--- src/rtl/cpu_wb_bridge_if.sv ---
`default_nettype none
// ============================================================================
//  Module      : cpu_wb_bridge_if
//  Description : Wishbone bus bundle between cpu_wb_bridge (master) and the
//                interconnect master port it drives (slave side).
//
//  Signals (named from the master's point of view):
//    wb_adr_o  [31:0]  byte address
//    wb_dat_o  [31:0]  write data
//    wb_dat_i  [31:0]  read data
//    wb_sel_o  [3:0]   byte select
//    wb_we_o           write enable
//    wb_cyc_o          cycle
//    wb_stb_o          strobe
//    wb_ack_i          acknowledge
//
//  Modports    : master - bridge side, slave - interconnect / target side
//  Revision    : 1.0  initial release
// ============================================================================
interface cpu_wb_bridge_if;

    logic [31:0] wb_adr_o;
    logic [31:0] wb_dat_o;
    logic [31:0] wb_dat_i;
    logic [3:0]  wb_sel_o;
    logic        wb_we_o;
    logic        wb_cyc_o;
    logic        wb_stb_o;
    logic        wb_ack_i;

    modport master (
        output wb_adr_o,
        output wb_dat_o,
        output wb_sel_o,
        output wb_we_o,
        output wb_cyc_o,
        output wb_stb_o,
        input  wb_dat_i,
        input  wb_ack_i
    );

    modport slave (
        input  wb_adr_o,
        input  wb_dat_o,
        input  wb_sel_o,
        input  wb_we_o,
        input  wb_cyc_o,
        input  wb_stb_o,
        output wb_dat_i,
        output wb_ack_i
    );

endinterface
`default_nettype wire

--- src/rtl/cpu_wb_bridge.sv ---
`default_nettype none
// ============================================================================
//  Module      : cpu_wb_bridge
//  Description : Host-CPU to Wishbone master bridge. Converts the host's
//                asynchronous 8-bit SRAM-style strobes into single-byte
//                Wishbone transfers (big-endian lane mapping). Used for
//                firmware download into block RAM and mailbox accesses.
//
//  Parameters  :
//    BASE_ADR  Wishbone byte address that host address 0 maps to
//    TIMEOUT   Wishbone cycles to wait for ack before aborting (1..65535)
//
//  Ports       :
//    clk           system clock
//    rst           synchronous reset, active low
//    addr[12:0]    host byte address (asynchronous)
//    sram_data     host write data (asynchronous)
//    noe/nwe/ncs   host strobes, active low (asynchronous)
//    sram_data_o   read data returned to the host
//    sram_data_oe  pad drive enable (synchronized ncs and noe both low)
//    wb            Wishbone master bundle (cpu_wb_bridge_if.master)
//    busy          a Wishbone cycle is outstanding
//    err           sticky: timeout or dropped host access
//    overrun       sticky: host access arrived while busy
//
//  Revision    : 1.0  initial release
// ============================================================================
module cpu_wb_bridge #(
    parameter logic [31:0] BASE_ADR = 32'h0000_0000,
    parameter int unsigned TIMEOUT  = 255
) (
    input  wire         clk,
    input  wire         rst,

    // Host SRAM-style bus
    input  wire  [12:0] addr,
    input  wire  [7:0]  sram_data,
    input  wire         noe,
    input  wire         nwe,
    input  wire         ncs,
    output logic [7:0]  sram_data_o,
    output logic        sram_data_oe,

    // Wishbone master
    cpu_wb_bridge_if.master wb,

    // Status
    output logic        busy,
    output logic        err,
    output logic        overrun
);

    // ------------------------------------------------------------------------
    // Constants
    // ------------------------------------------------------------------------
    localparam logic [1:0]  c_ST_IDLE  = 2'd0;
    localparam logic [1:0]  c_ST_WRITE = 2'd1;
    localparam logic [1:0]  c_ST_READ  = 2'd2;

    localparam logic [15:0] c_TIMEOUT  = 16'(TIMEOUT);

    // ------------------------------------------------------------------------
    // Strobe synchronizers
    //   [0] metastability stage, [1] synchronized value, [2] previous value.
    //   ncs only qualifies events, so it needs no edge-history stage.
    // ------------------------------------------------------------------------
    logic [1:0] ncs_q;
    logic [2:0] nwe_q;
    logic [2:0] noe_q;

    logic w_ncs_s;
    logic w_nwe_s;
    logic w_nwe_p;
    logic w_noe_s;
    logic w_noe_p;

    always_ff @(posedge clk) begin
        if (!rst) begin
            ncs_q <= 2'b11;
            nwe_q <= 3'b111;
            noe_q <= 3'b111;
        end else begin
            ncs_q <= {ncs_q[0], ncs};
            nwe_q <= {nwe_q[1:0], nwe};
            noe_q <= {noe_q[1:0], noe};
        end
    end

    assign w_ncs_s = ncs_q[1];
    assign w_nwe_s = nwe_q[1];
    assign w_nwe_p = nwe_q[2];
    assign w_noe_s = noe_q[1];
    assign w_noe_p = noe_q[2];

    // ------------------------------------------------------------------------
    // Host event detection
    //   Write completes on the trailing (rising) edge of nwe, read starts on
    //   the leading (falling) edge of noe; both only count with ncs low.
    //   Events are registered so the FSM sees them one clock later.
    // ------------------------------------------------------------------------
    logic w_wr_evt;
    logic w_rd_evt;
    logic wr_evt_q;
    logic rd_evt_q;

    assign w_wr_evt = ~w_ncs_s &  w_nwe_s & ~w_nwe_p;
    assign w_rd_evt = ~w_ncs_s & ~w_noe_s &  w_noe_p;

    always_ff @(posedge clk) begin
        if (!rst) begin
            wr_evt_q <= 1'b0;
            rd_evt_q <= 1'b0;
        end else begin
            wr_evt_q <= w_wr_evt;
            rd_evt_q <= w_rd_evt;
        end
    end

    // ------------------------------------------------------------------------
    // Host address / data capture
    //   Write capture runs continuously while the write strobe is low, so the
    //   value held when nwe rises is the last stable one the host presented.
    //   Read address is taken on the read-event cycle itself.
    // ------------------------------------------------------------------------
    logic [12:0] wr_addr_q;
    logic [7:0]  wr_data_q;
    logic [12:0] rd_addr_q;

    always_ff @(posedge clk) begin
        if (!rst) begin
            wr_addr_q <= 13'd0;
            wr_data_q <= 8'd0;
            rd_addr_q <= 13'd0;
        end else begin
            if (~w_ncs_s & ~w_nwe_s) begin
                wr_addr_q <= addr;
                wr_data_q <= sram_data;
            end
            if (w_rd_evt) begin
                rd_addr_q <= addr;
            end
        end
    end

    // ------------------------------------------------------------------------
    // Control decode
    // ------------------------------------------------------------------------
    logic [1:0]  state_q;
    logic [1:0]  state_d;
    logic [15:0] cnt_q;
    logic [15:0] w_cnt_inc;
    logic        w_busy;
    logic        w_ack;
    logic        w_tmo;
    logic        w_start_wr;
    logic        w_start_rd;
    logic        w_start;
    logic        w_flag_ovr;
    logic        w_rd_done;
    logic        w_rd_tmo;

    assign w_busy     = (state_q != c_ST_IDLE);
    assign w_ack      = w_busy & wb.wb_ack_i;
    assign w_cnt_inc  = cnt_q + 16'd1;
    // Abort once this busy cycle would bring the wait count up to TIMEOUT.
    assign w_tmo      = w_busy & ~wb.wb_ack_i & (w_cnt_inc == c_TIMEOUT);

    // Write takes priority over a simultaneous read.
    assign w_start_wr = ~w_busy & wr_evt_q;
    assign w_start_rd = ~w_busy & rd_evt_q & ~wr_evt_q;
    assign w_start    = w_start_wr | w_start_rd;

    // Any event that cannot be served is dropped and flagged.
    assign w_flag_ovr = (w_busy & (wr_evt_q | rd_evt_q)) |
                        (~w_busy & wr_evt_q & rd_evt_q);

    assign w_rd_done  = (state_q == c_ST_READ) & wb.wb_ack_i;
    assign w_rd_tmo   = (state_q == c_ST_READ) & w_tmo;

    // ------------------------------------------------------------------------
    // FSM: state register
    // ------------------------------------------------------------------------
    always_ff @(posedge clk) begin
        if (!rst) begin
            state_q <= c_ST_IDLE;
        end else begin
            state_q <= state_d;
        end
    end

    // ------------------------------------------------------------------------
    // FSM: next-state logic
    // ------------------------------------------------------------------------
    always_comb begin
        state_d = state_q;
        case (state_q)
            c_ST_IDLE: begin
                if (wr_evt_q) begin
                    state_d = c_ST_WRITE;
                end else if (rd_evt_q) begin
                    state_d = c_ST_READ;
                end
            end
            c_ST_WRITE,
            c_ST_READ: begin
                if (w_ack || w_tmo) begin
                    state_d = c_ST_IDLE;
                end
            end
            default: begin
                state_d = c_ST_IDLE;
            end
        endcase
    end

    // ------------------------------------------------------------------------
    // FSM: output logic (decoded from the registered state only)
    // ------------------------------------------------------------------------
    logic w_cyc;
    logic w_we;

    always_comb begin
        w_cyc = 1'b0;
        w_we  = 1'b0;
        case (state_q)
            c_ST_WRITE: begin
                w_cyc = 1'b1;
                w_we  = 1'b1;
            end
            c_ST_READ: begin
                w_cyc = 1'b1;
            end
            default: begin
                w_cyc = 1'b0;
                w_we  = 1'b0;
            end
        endcase
    end

    // ------------------------------------------------------------------------
    // Wishbone address / lane generation
    //   Host byte lanes are big-endian: byte 0 lives in bits [31:24].
    // ------------------------------------------------------------------------
    logic [12:0] w_src_addr;
    logic [31:0] w_adr_d;
    logic [3:0]  w_sel_d;

    assign w_src_addr = w_start_wr ? wr_addr_q : rd_addr_q;
    assign w_adr_d    = BASE_ADR + {19'b0, w_src_addr[12:2], 2'b00};
    assign w_sel_d    = 4'b1000 >> w_src_addr[1:0];

    // ------------------------------------------------------------------------
    // Read lane extraction
    // ------------------------------------------------------------------------
    logic [1:0] lane_q;
    logic [7:0] w_lane;

    always_comb begin
        w_lane = 8'h00;
        case (lane_q)
            2'd0:    w_lane = wb.wb_dat_i[31:24];
            2'd1:    w_lane = wb.wb_dat_i[23:16];
            2'd2:    w_lane = wb.wb_dat_i[15:8];
            default: w_lane = wb.wb_dat_i[7:0];
        endcase
    end

    // ------------------------------------------------------------------------
    // Datapath and status registers
    // ------------------------------------------------------------------------
    logic [31:0] adr_q;
    logic [31:0] dat_q;
    logic [3:0]  sel_q;
    logic [7:0]  rdata_q;
    logic        err_q;
    logic        ovr_q;

    always_ff @(posedge clk) begin
        if (!rst) begin
            adr_q   <= 32'd0;
            dat_q   <= 32'd0;
            sel_q   <= 4'd0;
            lane_q  <= 2'd0;
            cnt_q   <= 16'd0;
            rdata_q <= 8'h00;
            err_q   <= 1'b0;
            ovr_q   <= 1'b0;
        end else begin
            if (w_start) begin
                adr_q  <= w_adr_d;
                sel_q  <= w_sel_d;
                lane_q <= w_src_addr[1:0];
            end
            if (w_start_wr) begin
                dat_q <= {4{wr_data_q}};
            end

            if (w_start) begin
                cnt_q <= 16'd0;
            end else if (w_busy) begin
                cnt_q <= w_cnt_inc;
            end

            // A read that times out returns all-ones so the host sees a
            // recognisable "no device" value.
            if (w_rd_done) begin
                rdata_q <= w_lane;
            end else if (w_rd_tmo) begin
                rdata_q <= 8'hFF;
            end

            if (w_flag_ovr) begin
                ovr_q <= 1'b1;
            end
            if (w_flag_ovr || w_tmo) begin
                err_q <= 1'b1;
            end
        end
    end

    // ------------------------------------------------------------------------
    // Outputs
    // ------------------------------------------------------------------------
    assign wb.wb_adr_o  = adr_q;
    assign wb.wb_dat_o  = dat_q;
    assign wb.wb_sel_o  = sel_q;
    assign wb.wb_we_o   = w_we;
    assign wb.wb_cyc_o  = w_cyc;
    assign wb.wb_stb_o  = w_cyc;

    assign sram_data_o  = rdata_q;
    assign sram_data_oe = ~w_ncs_s & ~w_noe_s;

    assign busy         = w_busy;
    assign err          = err_q;
    assign overrun      = ovr_q;

endmodule
`default_nettype wire
--- src/flat_wrapper.sv ---
// flat-port wrapper written by rule: the top's interface ports become plain ports
module cpu_wb_bridge_flat 
#(
    parameter logic [31:0] BASE_ADR = 32'h0000_0000,
    parameter int unsigned TIMEOUT  = 255
)
  (clk, rst, addr, sram_data, noe, nwe, ncs, sram_data_o, sram_data_oe, busy, err, overrun, wb_wb_adr_o, wb_wb_dat_o, wb_wb_sel_o, wb_wb_we_o, wb_wb_cyc_o, wb_wb_stb_o, wb_wb_dat_i, wb_wb_ack_i);
  cpu_wb_bridge_if wb_i ();
  input  wire clk;
  input  wire rst;
  input  wire  [12:0] addr;
  input  wire  [7:0] sram_data;
  input  wire noe;
  input  wire nwe;
  input  wire ncs;
  output logic [7:0] sram_data_o;
  output logic sram_data_oe;
  output logic busy;
  output logic err;
  output logic overrun;
  output wire logic [$bits(wb_i.wb_adr_o)-1:0] wb_wb_adr_o;
  output wire logic [$bits(wb_i.wb_dat_o)-1:0] wb_wb_dat_o;
  output wire logic [$bits(wb_i.wb_sel_o)-1:0] wb_wb_sel_o;
  output wire logic [$bits(wb_i.wb_we_o)-1:0] wb_wb_we_o;
  output wire logic [$bits(wb_i.wb_cyc_o)-1:0] wb_wb_cyc_o;
  output wire logic [$bits(wb_i.wb_stb_o)-1:0] wb_wb_stb_o;
  input wire logic [$bits(wb_i.wb_dat_i)-1:0] wb_wb_dat_i;
  input wire logic [$bits(wb_i.wb_ack_i)-1:0] wb_wb_ack_i;
  assign wb_wb_adr_o = wb_i.wb_adr_o;
  assign wb_wb_dat_o = wb_i.wb_dat_o;
  assign wb_wb_sel_o = wb_i.wb_sel_o;
  assign wb_wb_we_o = wb_i.wb_we_o;
  assign wb_wb_cyc_o = wb_i.wb_cyc_o;
  assign wb_wb_stb_o = wb_i.wb_stb_o;
  assign wb_i.wb_dat_i = wb_wb_dat_i;
  assign wb_i.wb_ack_i = wb_wb_ack_i;
  cpu_wb_bridge #(.BASE_ADR(BASE_ADR), .TIMEOUT(TIMEOUT)) u_core (.clk(clk), .rst(rst), .addr(addr), .sram_data(sram_data), .noe(noe), .nwe(nwe), .ncs(ncs), .sram_data_o(sram_data_o), .sram_data_oe(sram_data_oe), .wb(wb_i), .busy(busy), .err(err), .overrun(overrun));
endmodule
--- config.mk ---
export PLATFORM = sky130hd
export DESIGN_NAME = cpu_wb_bridge_flat
export DESIGN_NICKNAME = d
export VERILOG_FILES = /design/src/rtl/cpu_wb_bridge_if.sv /design/src/rtl/cpu_wb_bridge.sv /design/src/flat_wrapper.sv
export SDC_FILE = /design/constraint.sdc
export NUM_CORES = 1
export LEC_CHECK = 0
export ABC_CLOCK_PERIOD_IN_PS = 2200
export CAP_MARGIN = 20
export CORE_ASPECT_RATIO = 1.4
export CORE_UTILIZATION = 42
export DETAILED_ROUTE_END_ITERATION = 10
export GPL_TIMING_DRIVEN = 0
export HOLD_SLACK_MARGIN = 0.08
export MAX_ROUTING_LAYER = met4
export PLACE_DENSITY = 0.76
export SLEW_MARGIN = 20
export SYNTH_ARGS = -nofsm -noshare
export SYNTH_HDL_FRONTEND = slang
export SYNTH_SLANG_ARGS = --single-unit
--- constraint.sdc ---
create_clock -name clk -period 2.2 [get_ports clk]
set_clock_uncertainty 0.2 [all_clocks]
set_input_delay 0.44 -clock clk [delete_from_list [all_inputs] [get_ports clk]]
set_output_delay 0.44 -clock clk [all_outputs]
set_load 0.02 [all_outputs]
==> impl_metrics.ini <==
[synth]
yosys_warnings = 0
postSynthAreaPerCell_um2 = 8.78
ys_types = 52
yosys.area.top_type = dfxtp_1
seq_area_frac_synth = 0.430
synth_cells = 515
synth.ff_latch_count = 97
synthTopCellsByArea = dfxtp_1 43%, nand2_1 9.5%, buf_4 7.6%
synth_top_cell_area_share = 0.430
netlist_area_um2 = 4520

[hold_path]
hold_path_startpoint = u_core.nwe_q[2]
worstHoldPathType = flop to flop

[grt]
overflow = 0
first_global_vias = 3931
grt_max_degree = 16
track_usage = 0.222
grt_first_pass_wirelength_um = 18500
antenna_found_initial = 0

[detailed_routing]
wl_per_cell_um = 14.3
firstDrtPassIters = 4
route.vias.total = 3990
drtIter0Drc = 239
via_per_inst = 4.93
post-route-drc-count = 0
routed_wl_um = 11600
ant_nets = 0

[final_layout]
nets = 730
final_area_um2 = 6400
diodes = 0
drive_above_1_share = 0.168
finalNonFillerCells = 809
areaGrowthSynthToFinish_pct = 41.5

[floorplanning]
fp.dieW_um = 89.7
die-area_um2 = 11200
die_y_um = 125
initial_core_util = 0.434
rows = 44
num_io_pins = 142
core-area_um2 = 10400

[sta]
period_needed_ps = 2230
finalHoldViolCount = 0
fmax_ghz = 0.449
tns_ps = -36.1
setup_slack_ps = -27.2
min_period_over_period = 1.01
tightestPinTransition_ps = 667
rsz0062_at_grt = true
setup_viol = 2
slew_headroom = 0.555
slew_viol_final = 0
fin_hold_ws_ps = 195

[setup_path]
cp.arrival_ps = 2260
rr_startpoint = u_core.state_q[0]
critPathTopFamily = simple AND/OR/NAND/NOR gates
max_stage_delay_ps = 540
crit_chain = inv_2 -> ha_4 -> or4_4 -> a2111oi_4 -> nand4_2 -> buf_6 -> a31o_1
critPathMaxFanout = 5
critPathLaunch = u_core.state_q[0]
startpoint_type = flop
critPathBufInv = 2
path_class = flop to flop
worstSetupEndpointType = flop
crit_slowest_cell = or4_4
required_ps = 2230

[clocking]
h-tree-depth = 3
cts_tree = done
ctsRootBufferMaster = clkbuf_16
clk_pin_slew_ps = 60
clkLatencyLatePin_ps = 340
clk_path_buf_depth = 2
cts_hold_buffers = 0
numCtsBuffers = 9
clock_sinks = 97

[placed_design]
placed_area_um2 = 5980
io_buffer_count = 120
place_hpwl_um = 8650
dpl.cell_count = 793
gp_congestion = 0.850

[power]
p_leak_nw = 2.39
ir_worst_vdd_mv = 0.429
pwr_density_cell_nw_per_um2 = 575
p_total_mw = 3.68

[status]
status = complete, but fails checks
violations = negative setup slack

[job]
cap_violations = 0
area by class of cell:
type	count	area [um2]
Clock inverter	4	50.0
Clock buffer	12	267
Timing Repair Buffer	126	1240
Inverter	6	22.5
Tap cell	138	173
Multi-Input combinational cell	354	2230
Buffer	72	463
Fill cell	898	4010
Sequential cell	97	1950
timing repair:
action                                 4_1_cts  5_1_grt
endpoints found under the hold margin        0        0
gates cloned                                 1        0
gates resized for setup                     23       14
pin swaps                                    4        1
buffers inserted                             2        3
setup endpoints to repair                   47       18
sequential cells by signal, summed over array words and instances, names as in the netlist:
name,flops
u_core.err,1
u_core.wr_evt_q,1
u_core.ncs_q,2
u_core.nwe_q,3
u_core.wr_addr_q,13
u_core.wb.wb_dat_o,8
u_core.overrun,1
u_core.rd_addr_q,13
u_core.wr_data_q,8
u_core.wb.wb_adr_o,11
u_core.cnt_q,16
u_core.state_q,2
u_core.sram_data_o,8
u_core.lane_q,2
u_core.noe_q,3
u_core.wb.wb_sel_o,4
u_core.rd_evt_q,1
routing by layer:
layer / share of wire / vias up / GRT usage
li1: - / 1975 / -
met4: 0.026 / 0 / 0.0878
met3: 0.034 / 21 / 0.0351
met5: 0 / - / -
met1: 0.40 / 1897 / 0.239
met2: 0.54 / 97 / 0.393
worst register-to-register path, cell delays in order (launching register included):
cell	delay [ps]
dfxtp_2	350
inv_2	60
ha_4	180
or4_4	550
a2111oi_4	220
nand4_2	180
buf_6	180
a31o_1	200
through the flow:
stage,utilization,setup slack (ps)
2_1_floorplan,-,54.4
4_1_cts,0.610,-25.9
3_5_place_dp,0.575,-346
6_report,0.615,-27.2
5_1_grt,0.615,-89.8
3_3_place_gp,0.575,-286
cell usage in the layout, fill, tap and decap left out, types with 2 or more instances in the layout:
| cell | synthesis | routed |
|---|---|---|
| nor4_4 | 0 | 2 |
| or3_1 | 3 | 3 |
| clkbuf_16 | 0 | 9 |
| a21boi_0 | 43 | 43 |
| nor2_1 | 32 | 31 |
| clkbuf_8 | 0 | 3 |
| inv_2 | 0 | 2 |
| or2_2 | 2 | 2 |
| clkbuf_2 | 0 | 4 |
| xor2_1 | 10 | 10 |
| nor4_1 | 4 | 2 |
| a21oi_1 | 12 | 12 |
| dlygate4sd2_1 | 0 | 3 |
| xnor2_1 | 7 | 7 |
| clkbuf_1 | 25 | 16 |
| nor2b_1 | 3 | 3 |
| nor3_1 | 3 | 3 |
| clkdlybuf4s50_1 | 0 | 115 |
| nand3_1 | 5 | 4 |
| nand2_1 | 115 | 115 |
| o221ai_1 | 8 | 8 |
| mux2i_1 | 12 | 10 |
| mux2i_2 | 0 | 2 |
| clkinvlp_4 | 0 | 2 |
| mux4_2 | 8 | 8 |
| buf_4 | 46 | 51 |
| nand2b_1 | 11 | 11 |
| ha_1 | 5 | 4 |
| nand4_1 | 6 | 6 |
| buf_2 | 3 | 4 |
| nand3b_1 | 2 | 2 |
| o21ai_0 | 17 | 17 |
| inv_1 | 6 | 4 |
| dfxtp_1 | 97 | 88 |
| conb_1 | 1 | 21 |
| dfxtp_2 | 0 | 9 |
path summary, 6_finish.rpt:
check	endpoint	slack, ps	cells past startpoint
worst max-delay path	u_core.state_q[0]	-30	7
worst min-delay path	u_core.wr_evt_q	200	1
worst max register to register	u_core.state_q[0]	-30	7
worst min register to register	u_core.wr_evt_q	200	1
Yosys cell counts (all sizes together):
library cell  count
o221ai            8
a31o              2
ha                5
o22ai             1
a211oi            1
nor2             32
buf              53
mux2i            12
a31oi             1
nand4b            1
nand2           115
nand2b           11
xnor2             7
and3              1
nor3              3
a22o              1
nor4bb            1
a32o              1
a21o              1
or3b              1
o21ai            17
inv               6
a21oi            12
o31ai             1
clkbuf           25
and3b             1
conb              1
a22oi             1
o21a              1
nor2b             3
mux4              8
nand3b            2
nand3             5
or3               3
or2               2
a21boi           44
dfxtp            97
nand4             8
nor4              4
a2111oi           1
xor2             10
or4               2
and2              2
and4              1
report_power, final:
part | leakage [nW] | switching (mW) | internal, mW
sequential | 0.788 | 0.00618 | 1.77
combinational | 1.45 | 0.117 | 0.155
clock | 0.151 | 0.663 | 0.972
logic make-up (layout without fill, tap and decap cells):
kind of cell	Yosys count	after routing	synth area share
buf+inv	84	220	0.110
compound gates	93	93	0.146
fa+ha+maj	5	5	0.0138
flops	97	97	0.430
simple gates	198	198	0.200
mux	20	20	0.0664
xor+xnor	17	17	0.0329
other cells	1	21	0.000830
(Power assumes the default switching activity.)
